<file path="config.mk">
export PLATFORM = sky130hd
export DESIGN_NAME = conv_acc_ctrl
export DESIGN_NICKNAME = d
export VERILOG_FILES = /design/src/rtl/conv_acc_pkg.sv /design/src/rtl/conv_acc_ctrl_wdog.sv /design/src/rtl/conv_acc_ctrl.sv
export SDC_FILE = /design/constraint.sdc
export NUM_CORES = 1
export LEC_CHECK = 0
export BUFFER_PORTS_ARGS = -buffer_cell sky130_fd_sc_hd__buf_4
export CAP_MARGIN = 15
export CORE_AREA = 4 4 202 204
export DETAILED_ROUTE_END_ITERATION = 6
export DIE_AREA = 0 0 206 208
export PLACE_DENSITY = 0.57
export SETUP_SLACK_MARGIN = 0.05
export SYNTH_ARGS = -nofsm -noshare
export SYNTH_HDL_FRONTEND = slang
export SYNTH_HIERARCHICAL = 1
export SYNTH_SLANG_ARGS = --single-unit
</file>
<file path="constraint.sdc">
create_clock -name clk -period 6.1 [get_ports clk]
set_input_delay 1.83 -clock clk [delete_from_list [all_inputs] [get_ports clk]]
set_output_delay 1.83 -clock clk [all_outputs]
set_load 0.1 [all_outputs]
</file>
<file path="src/rtl/conv_acc_pkg.sv">
// rtl/conv_acc_pkg.sv - shared constants and accelerator state encodings
// Purpose: definitions shared by the convolution accelerator sequencer and its helpers.
//   acc_state_e : 2-bit state driven to the accelerator (CTRL/WEIGHT/FULLUP/CONV)
//   PIX_W       : pixel width
//   W_BEATS     : weight words per load
//   TILE_BEATS  : image beats per tile
package conv_acc_pkg;

  localparam int PIX_W      = 16;
  localparam int W_BEATS    = 9;
  localparam int TILE_BEATS = 16;

  typedef enum logic [1:0] {
    ACC_CTRL   = 2'b00,
    ACC_WEIGHT = 2'b01,
    ACC_FULLUP = 2'b10,
    ACC_CONV   = 2'b11
  } acc_state_e;

endpackage

</file>
<file path="src/rtl/conv_acc_ctrl_wdog.sv">
// rtl/conv_acc_ctrl_wdog.sv - loadable down-counter with expire flag
// Purpose: watchdog for the done wait.
// Ports:
//   clk_i, rst_ni : clock, asynchronous active-low reset
//   load_i        : load load_val_i (has priority over counting)
//   load_val_i    : value to load
//   en_i          : decrement while nonzero
//   expired_o     : counter is zero
module conv_acc_ctrl_wdog #(
  parameter int W = 8
) (
  input  logic         clk_i,
  input  logic         rst_ni,
  input  logic         load_i,
  input  logic [W-1:0] load_val_i,
  input  logic         en_i,
  output logic         expired_o
);

  logic [W-1:0] cnt_q, cnt_d;

  always_comb begin
    cnt_d = cnt_q;
    if (load_i) begin
      cnt_d = load_val_i;
    end else if (en_i && (cnt_q != '0)) begin
      cnt_d = cnt_q - 1'b1;
    end
  end

  always_ff @(posedge clk_i or negedge rst_ni) begin
    if (!rst_ni) begin
      cnt_q <= '0;
    end else begin
      cnt_q <= cnt_d;
    end
  end

  assign expired_o = (cnt_q == '0);

endmodule

</file>
<file path="src/rtl/conv_acc_ctrl.sv">
// rtl/conv_acc_ctrl.sv - job sequencer in front of the 4xPE convolution accelerator
// Purpose: per job, clear the accelerator, load 9 weight words, stream N tiles of
// image beats, raise last-input, wait for done (with watchdog) and forward results.
// Optional macro CONV_ACC_CTRL_PERF_EN adds o_perf_cycles / o_perf_stall counters.
// Ports:
//   clk, rst (async active-low)
//   i_start, i_tile_num          : job request (tile_num 0 ignored)
//   o_busy, o_job_done, o_err    : job status (err is a sticky timeout flag)
//   i_w_*, o_w_ready             : weight word stream
//   i_img_*, o_img_ready         : image beat stream
//   o_acc_*                      : registered accelerator drive
//   i_acc_out_*, i_acc_done      : accelerator results / completion
//   o_res_data/valid/cnt         : forwarded result stream and per-job count
module conv_acc_ctrl #(
  parameter int IMG_W      = 144,
  parameter int WGT_W      = 64,
  parameter int OUT_W      = 64,
  parameter int TILE_BEATS = conv_acc_pkg::TILE_BEATS,
  parameter int W_BEATS    = conv_acc_pkg::W_BEATS,
  parameter int TIMEOUT    = 255
) (
  input  logic             clk,
  input  logic             rst,
  input  logic             i_start,
  input  logic [7:0]       i_tile_num,
  output logic             o_busy,
  output logic             o_job_done,
  output logic             o_err,
  input  logic [WGT_W-1:0] i_w_data,
  input  logic             i_w_valid,
  output logic             o_w_ready,
  input  logic [IMG_W-1:0] i_img_data,
  input  logic             i_img_valid,
  output logic             o_img_ready,
  output logic             o_acc_rst,
  output logic [1:0]       o_acc_state,
  output logic [IMG_W-1:0] o_acc_data,
  output logic             o_acc_data_en,
  output logic             o_acc_last,
  input  logic [OUT_W-1:0] i_acc_out_data,
  input  logic             i_acc_out_en,
  input  logic             i_acc_done,
  output logic [OUT_W-1:0] o_res_data,
  output logic             o_res_valid,
  output logic [15:0]      o_res_cnt
`ifdef CONV_ACC_CTRL_PERF_EN
  ,
  output logic [31:0]      o_perf_cycles,
  output logic [31:0]      o_perf_stall
`endif
);

  import conv_acc_pkg::*;

  localparam int WD_W = $clog2(TIMEOUT + 1);

  localparam logic [2:0] S_IDLE   = 3'd0;
  localparam logic [2:0] S_CLR    = 3'd1;
  localparam logic [2:0] S_LOAD_W = 3'd2;
  localparam logic [2:0] S_FILL   = 3'd3;
  localparam logic [2:0] S_CONV   = 3'd4;
  localparam logic [2:0] S_LAST   = 3'd5;
  localparam logic [2:0] S_WAIT   = 3'd6;
  localparam logic [2:0] S_DONE   = 3'd7;

  logic [2:0]       state_q, state_d;
  logic [3:0]       w_cnt_q, w_cnt_d;
  logic [15:0]      beats_q, beats_d;
  logic             err_q, err_d;
  acc_state_e       acc_state_q, acc_state_d;
  logic [IMG_W-1:0] acc_data_q, acc_data_d;
  logic             acc_en_q, acc_en_d;
  logic             acc_last_q, acc_last_d;
  logic             res_valid_q, res_valid_d;
  logic [OUT_W-1:0] res_data_q, res_data_d;
  logic [15:0]      res_cnt_q, res_cnt_d;

  logic start_ok, w_acc, img_acc, res_take;
  logic wd_load, wd_expired;

  assign start_ok    = (state_q == S_IDLE) && i_start && (i_tile_num != 8'd0);
  assign o_w_ready   = (state_q == S_LOAD_W);
  assign o_img_ready = (state_q == S_CONV) && (beats_q != 16'd0);
  assign w_acc       = o_w_ready && i_w_valid;
  assign img_acc     = o_img_ready && i_img_valid;
  // Results are dropped only while the accelerator is being cleared.
  assign res_take    = (state_q != S_CLR) && i_acc_out_en;

  // Loaded with TIMEOUT-1 on the LAST cycle so it hits zero on the TIMEOUT-th
  // WAIT_DONE cycle; done is checked first on that cycle.
  conv_acc_ctrl_wdog #(.W(WD_W)) u_wdog (
    .clk_i      (clk),
    .rst_ni     (rst),
    .load_i     (wd_load),
    .load_val_i (WD_W'(TIMEOUT - 1)),
    .en_i       (state_q == S_WAIT),
    .expired_o  (wd_expired)
  );

  always_comb begin
    state_d     = state_q;
    w_cnt_d     = w_cnt_q;
    beats_d     = beats_q;
    err_d       = err_q;
    acc_state_d = ACC_CTRL;
    acc_data_d  = acc_data_q;
    acc_en_d    = 1'b0;
    acc_last_d  = 1'b0;
    wd_load     = 1'b0;
    case (state_q)
      S_IDLE: begin
        if (start_ok) begin
          state_d = S_CLR;
          w_cnt_d = 4'd0;
          beats_d = 16'(i_tile_num) * 16'(TILE_BEATS);
          err_d   = 1'b0;
        end
      end
      S_CLR: state_d = S_LOAD_W;
      S_LOAD_W: begin
        // Weight state only accompanies a freshly accepted word: the
        // accelerator writes its weight registers on every weight cycle.
        if (w_acc) begin
          acc_state_d = ACC_WEIGHT;
          acc_data_d  = {{(IMG_W-WGT_W){1'b0}}, i_w_data};
          acc_en_d    = 1'b1;
          if (w_cnt_q == 4'(W_BEATS - 1)) begin
            state_d = S_FILL;
          end else begin
            w_cnt_d = w_cnt_q + 4'd1;
          end
        end
      end
      S_FILL: begin
        acc_state_d = ACC_FULLUP;
        state_d     = S_CONV;
      end
      S_CONV: begin
        acc_state_d = ACC_CONV;
        if (img_acc) begin
          acc_data_d = i_img_data;
          acc_en_d   = 1'b1;
          beats_d    = beats_q - 16'd1;
          if (beats_q == 16'd1) begin
            state_d = S_LAST;
          end
        end
      end
      S_LAST: begin
        acc_state_d = ACC_CONV;
        acc_last_d  = 1'b1;
        wd_load     = 1'b1;
        state_d     = S_WAIT;
      end
      S_WAIT: begin
        acc_state_d = ACC_CONV;
        if (i_acc_done) begin
          state_d = S_DONE;
        end else if (wd_expired) begin
          err_d   = 1'b1;
          state_d = S_DONE;
        end
      end
      S_DONE:  state_d = S_IDLE;
      default: state_d = S_IDLE;
    endcase
  end

  always_comb begin
    res_valid_d = res_take;
    res_data_d  = res_take ? i_acc_out_data : res_data_q;
    res_cnt_d   = res_cnt_q;
    if (start_ok) begin
      res_cnt_d = 16'd0;
    end else if (res_take && (res_cnt_q != 16'hFFFF)) begin
      res_cnt_d = res_cnt_q + 16'd1;
    end
  end

  always_ff @(posedge clk or negedge rst) begin
    if (!rst) begin
      state_q     <= S_IDLE;
      w_cnt_q     <= '0;
      beats_q     <= '0;
      err_q       <= 1'b0;
      acc_state_q <= ACC_CTRL;
      acc_data_q  <= '0;
      acc_en_q    <= 1'b0;
      acc_last_q  <= 1'b0;
      res_valid_q <= 1'b0;
      res_data_q  <= '0;
      res_cnt_q   <= '0;
    end else begin
      state_q     <= state_d;
      w_cnt_q     <= w_cnt_d;
      beats_q     <= beats_d;
      err_q       <= err_d;
      acc_state_q <= acc_state_d;
      acc_data_q  <= acc_data_d;
      acc_en_q    <= acc_en_d;
      acc_last_q  <= acc_last_d;
      res_valid_q <= res_valid_d;
      res_data_q  <= res_data_d;
      res_cnt_q   <= res_cnt_d;
    end
  end

  assign o_busy        = (state_q != S_IDLE);
  assign o_job_done    = (state_q == S_DONE);
  assign o_acc_rst     = (state_q == S_CLR);
  assign o_err         = err_q;
  assign o_acc_state   = acc_state_q;
  assign o_acc_data    = acc_data_q;
  assign o_acc_data_en = acc_en_q;
  assign o_acc_last    = acc_last_q;
  assign o_res_valid   = res_valid_q;
  assign o_res_data    = res_data_q;
  assign o_res_cnt     = res_cnt_q;

`ifdef CONV_ACC_CTRL_PERF_EN
  logic [31:0] perf_cyc_q, perf_cyc_d;
  logic [31:0] perf_stall_q, perf_stall_d;

  always_comb begin
    perf_cyc_d   = perf_cyc_q;
    perf_stall_d = perf_stall_q;
    if (start_ok) begin
      perf_cyc_d   = 32'd0;
      perf_stall_d = 32'd0;
    end else begin
      if (o_busy) begin
        perf_cyc_d = perf_cyc_q + 32'd1;
      end
      if ((o_w_ready && !i_w_valid) || (o_img_ready && !i_img_valid)) begin
        perf_stall_d = perf_stall_q + 32'd1;
      end
    end
  end

  always_ff @(posedge clk or negedge rst) begin
    if (!rst) begin
      perf_cyc_q   <= '0;
      perf_stall_q <= '0;
    end else begin
      perf_cyc_q   <= perf_cyc_d;
      perf_stall_q <= perf_stall_d;
    end
  end

  assign o_perf_cycles = perf_cyc_q;
  assign o_perf_stall  = perf_stall_q;
`endif

endmodule

</file>
==> impl_metrics.toml, run 1 <==
[critical_path]
crit_slowest_cell = "dfrtp_1"
cp_top_family = "simple AND/OR/NAND/NOR gates"
crit_buf_inv = 2
start_kind = "flop"
cp-end-kind = "primary output"
crit_required_ns = 4.27
path_cells = "inv_1 -> ha_1 -> nor4b_2 -> and4_1 -> nor2_1 -> buf_4"
crit_path_max_fanout = 7
worst_ep_arrival_time_ns = 2.19
cpPeakStageDelay_ns = 0.44
critPathKind = "flop to primary output"

[cts]
cts_tree = "built"
clkTransAtPathRegs_ns = 0.06
clock_tree.root_cell = "clkbuf_16"
hold_buffers = 0
htree_levels = 1
clkSinkCount = 261
postCtsSetupBuffers = 0
cts_max_path_buffers = 3
numCtsBuffers = 31
clk_latency_ns = 0.57
cts_resized = 0

[route]
drt_wl_total_um = 42400
antenna_left = 0
drcViolationCount = 0
first_pass_iters = 5
viasPerCell = 4.66
drtIter0Drc = 642
wl_per_cell_um = 18.0
vias = 11000

[die]
die_w_um = 206
dieHeight_um = 208
initial_utilization_pct = 29.3
core_area_um2 = 39300
fp-row-count = 73
pin_count = 522
dieArea_um2 = 42800

[timing]
holdWs_ns = 0.464
worst_pin_slew_ns = 1.09
finalCriticalPeriod_ns = 4.02
setup_violations = 0
finClkSkew_ns = 0.0194
fin_crit_sh_pct = 65.8
tns_ns = 0
hold_viol_final = 0
rsz0062_at_grt = "false"
report.final.slew_viol_count = 0
fmax_mhz = 249
slew_headroom_pct = 27.2

[synth]
synth_area_um2 = 11500
synth-edff-count = 0
async_flop_share_pct = 100
syn_avg_cell_area_um2 = 8.72
ys_warn_count = 6
ys_seq_area_share_pct = 56.7
synthCells = 1322
yosys.area.top_type = "dfrtp_1"
synth_area_leaders = "dfrtp_1, nand2_1, nand3_1, a31oi_1, nor2_1"
synth_ff_type = "dfrtp_1"
synth.top_cell.area_share_pct = 56.7
synth-seq-cells = 261
ys_types = 63

[hold_path]
hold_class = "flop to flop"

[global_route]
grt_max_degree = 111
grt-ovfl-total = 0
first_global_vias = 10800
antenna_found_initial = 2
grt_pass1_wl_um = 64000
gr-usage-all-layers_pct = 18.7

[placement]
dp_hpwl_um = 31000
io_buffers = 521
gp_congestion = 0.885

[final_layout]
final_nets = 2100
finalCoreUtilization_pct = 43.1
drive_above_1_share_pct = 32.9
area_growth_pct = 46.8
fillCellCount = 3958

[run]
max_cap_violations = 0

[status]
status = "completed"
## through the flow
step                setup slack, ns  instance area (um2)  cells
global route                   1.93                16900   2355
global placement               2.00                15900   2297
floorplan                      1.31                11500   1328
detailed placement             1.94                15900   2297
CTS                            2.03                16900   2355
finish                         2.08                16900   2357
## Yosys cell counts (all sizes together), types with 3 or more instances
| cell | n |
|---|---|
| or4 | 5 |
| o311ai | 3 |
| and4 | 4 |
| nor2b | 5 |
| clkbuf | 57 |
| nor3 | 11 |
| nand2b | 4 |
| dfrtp | 261 |
| nand4 | 4 |
| or3 | 6 |
| o22ai | 4 |
| a31oi | 66 |
| a211oi | 9 |
| nor4 | 13 |
| buf | 33 |
| ha | 8 |
| nand2 | 509 |
| inv | 14 |
| nand3 | 95 |
| o211ai | 3 |
| and3 | 4 |
| xnor2 | 15 |
| nor2 | 100 |
| nor3b | 5 |
| o21ai | 20 |
| nor4b | 4 |
| a21oi | 23 |
## path summary, 6_finish.rpt
| check | from | to | slack [ns] | cells past startpoint |
|---|---|---|---|---|
| max in group asynchronous | rst | o_res_data[34] | 3.58 | 2 |
| min in group asynchronous | rst | u_wdog/cnt_q[1] | 1.35 | 1 |
| worst min register to register | o_acc_data[121] | o_acc_data[121] | 0.46 | 2 |
| worst min-delay path | o_acc_data[121] | o_acc_data[121] | 0.46 | 2 |
| worst max register to register | state_q[2] | o_acc_data[106] | 2.81 | 9 |
| worst max-delay path | beats_q[0] | o_img_ready | 2.08 | 6 |
## final cells by class
type | count | area, um2 | area share, %
antenna | 2 | 5.00 | 0.0296
clock buffer | 47 | 916 | 5.41
clock inverter | 11 | 116 | 0.688
inverter | 14 | 57.6 | 0.340
multi-input combinational | 963 | 4600 | 27.2
sequential | 261 | 6530 | 38.6
tap | 525 | 657 | 3.88
timing repair buffer | 534 | 4040 | 23.9
## registers in the layout (all words and copies together) (netlist names)
name	flops
o_res_cnt	16
u_wdog/cnt_q	8
o_acc_last	1
o_res_data	64
o_acc_state	2
o_acc_data	144
state_q	3
o_err	1
o_res_valid	1
beats_q	16
o_acc_data_en	1
w_cnt_q	4
## metal layers
| layer | track usage, % | vias to the layer above | wire length (um) |
|---|---|---|---|
| met5 | 0 | - | 20 |
| met2 | 31.2 | 354 | 20400 |
| li1 | - | 5351 | - |
| met1 | 23.7 | 5206 | 17500 |
| met4 | 6.01 | 2 | 1320 |
| met3 | 4.80 | 75 | 3240 |
## cell families (layout without fill, tap and decap cells)
family | after synthesis | after routing | share of synthesized area (%)
simple gates | 784 | 784 | 29.2
flops | 261 | 261 | 56.7
compound gates | 144 | 144 | 7.94
buf+inv | 104 | 606 | 3.78
xor+xnor | 17 | 17 | 1.29
fa+ha+maj | 8 | 8 | 0.868
other cells | 2 | 10 | 0.0652
mux | 2 | 2 | 0.185
## cells in the final DEF, fill, tap and decap left out, types with 3 or more instances in the layout
cell type and instances:
or3_1 6, clkinvlp_4 3, o22ai_1 4, nand3_1 95, nor3_1 11, a21oi_1 22, and4_1 4, nor2b_1 5
o21ai_0 19, nor3b_1 4, conb_1 8, nand2_1 509, nor2_1 100, nand2b_1 3, clkinv_2 5, ha_1 8
inv_1 12, nor4b_1 3, a31oi_1 66, clkbuf_16 31, dfrtp_1 261, buf_4 531, xnor2_1 15, and3_1 4
nor4_1 11, clkbuf_8 8, a211oi_1 8, o311ai_0 3, clkbuf_1 8, o211ai_1 3, nand4_1 3, or4_1 5
## tightest hold or removal path, cell delays in order, from the launching register on
cell and delay [ns]:
dfrtp_1 0.34, nand2_1 0.05, nand2_1 0.05
Power of run 1 is left out: the tool's default activity adds up to more than one toggle a clock period on the data nets, which glitch-free logic cannot reach.
==> run 2: changes to the inputs <==
ABC_AREA = 1   (was default)
PLACE_DENSITY = 0.6   (was 0.57)
clock period = 3.8 ns   (was 6.1 ns; I/O delays follow)
==> impl_metrics.toml, run 2 <==
[placement]
placed_area_um2 = 17100
io_buffers = 521
pre_cts_ws_ns = 0.822
dp_hpwl_um = 34000
gp_congestion = 0.892

[synth]
synthTopCellsByCount = "nand2_1, dfrtp_1, nand3_1, buf_2, nor2_1"
ys_warn_count = 6
ys_types = 36
synth-seq-cells = 261
yosys.area.top_type = "dfrtp_1"
synth_area_um2 = 12900
synth_area_leaders = "dfrtp_1, nand2_1, nand3_1, nand3_2, buf_2"
syn_avg_cell_area_um2 = 7.85
ys_seq_area_share_pct = 50.7
synth_ff_type = "dfrtp_1"
synthCells = 1642
async_flop_share_pct = 100
synth-edff-count = 0
yosysMostFrequentCell = "nand2_1"
synth.top_cell.area_share_pct = 50.7

[route]
viasPerCell = 4.73
wl_per_cell_um = 17.5
first_pass_iters = 5
drtIter0Drc = 981
vias = 12700
drt_wl_total_um = 46900
antenna_left = 0
drcViolationCount = 0

[global_route]
grt-ovfl-total = 0
first_global_vias = 12300
gr-usage-all-layers_pct = 20.6
grt_pass1_wl_um = 71100
grt_max_degree = 147
antenna_found_initial = 1

[timing]
finalCriticalPeriod_ns = 3.11
finClkSkew_ns = 0.0116
hold_viol_final = 0
rsz0062_at_grt = "false"
setup_slack_ns = 0.692
fin_crit_sh_pct = 81.8
worst_pin_slew_ns = 1.02
holdWs_ns = 0.478
slew_headroom_pct = 31.9
tns_ns = 0
fmax_mhz = 322
report.final.slew_viol_count = 0
setup_violations = 0

[final_layout]
regArea_um2 = 6530
largest_register_ff_count = 144
multi_input_area_um2 = 5600
design_area_um2 = 18200
mostFrequentLayoutCell = "nand2_1"
final_nets = 2423
fillCellCount = 3928
area_growth_pct = 41.4
final_cell_mix = "nand2_1, buf_4, dfrtp_1"
drive_above_1_share_pct = 31.4

[cts]
clkTransAtPathRegs_ns = 0.06
cts_resized = 0
cts_max_path_buffers = 3
htree_levels = 1
cts_tree = "built"
numCtsBuffers = 31
clk_latency_ns = 0.57
hold_buffers = 0
clock_tree.root_cell = "clkbuf_16"
clkSinkCount = 261
postCtsSetupBuffers = 0

[hold_path]
whs_path_depth = 2
hold_class = "flop to flop"
hold_end = "o_res_data[5]"
hp-start = "o_res_data[5]"

[die]
pin_count = 522
dieArea_um2 = 42800
dieHeight_um = 208
core_area_um2 = 39300
die_w_um = 206
initial_utilization_pct = 32.8
fp-row-count = 73

[critical_path]
critPathKind = "flop to primary output"
crit_required_ns = 2.66
r2r_end = "o_acc_data[0]"
r2r_cells = 9
reg2reg_slack_ns = 1.06
worst_ep_arrival_time_ns = 1.97
r2r-start = "state_q[1]"
start_kind = "flop"
crit_path_max_fanout = 5
cp-end-kind = "primary output"

[status]
status = "completed"

[run]
max_cap_violations = 0
[run 2: worst max-delay path by stage]
stage | start | end | slack [ns] | cells past startpoint
5_1_grt | beats_q[0] | o_img_ready | 0.57 | 6
3_3_place_gp | i_tile_num[3] | o_res_cnt[8] | 0.86 | 9
2_1_floorplan | state_q[0] | o_img_ready | 0.79 | 6
6_report | beats_q[0] | o_img_ready | 0.69 | 6
3_5_place_dp | i_tile_num[3] | o_res_cnt[8] | 0.82 | 9
4_1_cts | beats_q[0] | o_img_ready | 0.65 | 6
[run 2: critical path, cell delays in order (launching register included)]
cell and delay, ns:
dfrtp_1 0.37, inv_1 0.11, ha_1 0.21, nand2_1 0.11
nor2_4 0.06, a21oi_2 0.21, buf_4 0.35
[run 2: final cells by class]
type | instances | area share [%]
Timing Repair Buffer | 539 | 22.6
Multi-Input combinational cell | 1238 | 30.7
Inverter | 57 | 1.18
Tap cell | 525 | 3.60
Antenna cell | 1 | 0.0137
Clock buffer | 44 | 4.91
Sequential cell | 261 | 35.8
Clock inverter | 13 | 1.14
[run 2: routing by layer]
layer / wire length (um) / global-route usage [%] / up-vias
met4: 1460 / 6.40 / 0
met5: 0 / 0 / -
met1: 19500 / 27.1 / 6032
met2: 22400 / 34.2 / 442
met3: 3570 / 4.46 / 74
li1: - / - / 6125
[run 2: logic make-up (layout without fill, tap and decap cells)]
kind of cell	after synthesis	count (layout)	share of synthesized area, %
simple gates	1178	1178	40.0
flops	261	261	50.7
buf+inv	149	653	6.15
compound gates	31	31	1.45
xor+xnor	13	13	0.884
fa+ha+maj	8	8	0.777
other cells	2	9	0.0583
[run 2: stage by stage]
step / util, % / cells
detailed placement: 43.6 / 2620
global route: 46.4 / 2678
global placement: 43.6 / 2620
floorplan: - / 1648
CTS: 46.4 / 2677
finish: 46.4 / 2678
Power of run 2 is left out for the same reason.
==> run 3: changes to the inputs <==
CORE_AREA = 4 4 198 200   (was 4 4 202 204)
DIE_AREA = 0 0 202 204   (was 0 0 206 208)
PLACE_DENSITY = 0.65   (was 0.6)
clock period = 2.5 ns   (was 3.8 ns; I/O delays follow)
==> impl_metrics.toml, run 3 (synthesis results as in run 2) <==
[status]
status = "completed"

[global_route]
grt_pass1_wl_um = 71100
gr-usage-all-layers_pct = 21.3
grt-ovfl-total = 0
antenna_found_initial = 1
first_global_vias = 12700
grt_max_degree = 93

[die]
dieArea_um2 = 41200
core_area_um2 = 37400
initial_utilization_pct = 34.5
pin_count = 522
die_w_um = 202
fp-row-count = 71
dieHeight_um = 204

[timing]
report.final.slew_viol_count = 0
worst_pin_slew_ns = 0.816
hold_viol_final = 0
rsz0062_at_grt = "true"
fmax_mhz = 409
slew_headroom_pct = 45.6
setup_violations = 0
fin_crit_sh_pct = 97.8
finalCriticalPeriod_ns = 2.45
finClkSkew_ns = 0.0119

[placement]
dp_hpwl_um = 34200
io_buffers = 521
gp_congestion = 0.899

[critical_path]
cp-end-kind = "primary output"
crit_required_ns = 1.75
crit_path_max_fanout = 4
start_kind = "flop"
critPathKind = "flop to primary output"
worst_ep_arrival_time_ns = 1.70

[final_layout]
drive_above_1_share_pct = 32.5
finalCoreUtilization_pct = 49.3
final_cell_mix = "nand2_1, buf_4, dfrtp_1"
area_growth_pct = 42.9
largest_register_ff_count = 144
final_nets = 2448
mostFrequentLayoutCell = "nand2_1"

[route]
drtIter0Drc = 756
antenna_left = 0
viasPerCell = 4.74
drt_wl_total_um = 46400
wl_per_cell_um = 17.3
first_pass_iters = 5
drcViolationCount = 0
vias = 12700

[cts]
hold_buffers = 0
numCtsBuffers = 30
cts_max_path_buffers = 3
clock_tree.root_cell = "clkbuf_16"
clkTransAtPathRegs_ns = 0.06
clk_latency_ns = 0.56
clkSinkCount = 261
htree_levels = 1
cts_tree = "built"

[run]
max_cap_violations = 0

[hold_path]
hold_class = "input pin to asynchronous set/reset pin"
run 3: cell count changes in the layout (fill, tap and decap cells not counted), sizes merged:
cell	delta
inv	-2
clkinvlp	-1
buf	+26
bufinv	-2
clkbuf	+1
run 3: worst max-delay path, stage by stage, from the launching register on:
cell and delay [ns]:
dfrtp_2 0.44, nor2_4 0.13, inv_2 0.06, nor2_4 0.08, inv_2 0.05, a21oi_4 0.17
buf_12 0.20
run 3: metrics by stage:
step / TNS (ns) / cell area [um2] / setup WS (ns) / hold slack, ns / std cells
floorplan: 0 / 12900 / 0.180 / 0.454 / 1648
global placement: 0 / 17300 / 0.419 / 0.463 / 2618
detailed placement: 0 / 17300 / 0.389 / 0.466 / 2618
CTS: 0 / 18400 / 0.0245 / 0.143 / 2680
global route: -0.0145 / 18400 / -0.0145 / 0.161 / 2686
finish: 0 / 18400 / 0.0545 / 0.140 / 2686
run 3: worst paths after layout:
path / startpoint / end / slack, ns / cells past startpoint
worst max-delay path: state_q[1] / o_img_ready / 0.05 / 6
worst min-delay path: rst / o_res_data[46] / 0.14 / 1
worst max register to register: state_q[1] / beats_q[12] / 0.42 / 9
worst min register to register: o_res_data[43] / o_res_data[43] / 0.48 / 2
max in group asynchronous: rst / o_res_data[2] / 1.67 / 2
min in group clk: i_acc_out_data[4] / o_res_data[4] / 0.38 / 3
run 3: cell type report:
| type | instances | area [um2] |
|---|---|---|
| diodes | 1 | 2.50 |
| clock buffers | 45 | 888 |
| clock inverters | 8 | 119 |
| fillers | 3582 | 19000 |
| inverters | 57 | 215 |
| multi-input cells | 1238 | 5620 |
| flip-flops and latches | 261 | 6540 |
| well taps | 511 | 639 |
| repair buffers | 565 | 4400 |
run 3: what timing repair did:
| item | CTS | global route |
|---|---|---|
| pin swaps | 4 | 3 |
| buffers inserted | 9 | 5 |
| endpoints found under the setup margin | 3 | 3 |
| cloned | 0 | 0 |
| gates resized for setup | 12 | 3 |
run 3: metal layers:
metal	GRT usage [%]	vias to the layer above	wire length (um)
met3	4.67	78	3310
met1	26.5	5998	18600
met5	0	-	0
met4	6.52	0	1470
met2	37.1	488	23000
li1	-	6170	-
Power of run 3 is left out for the same reason.
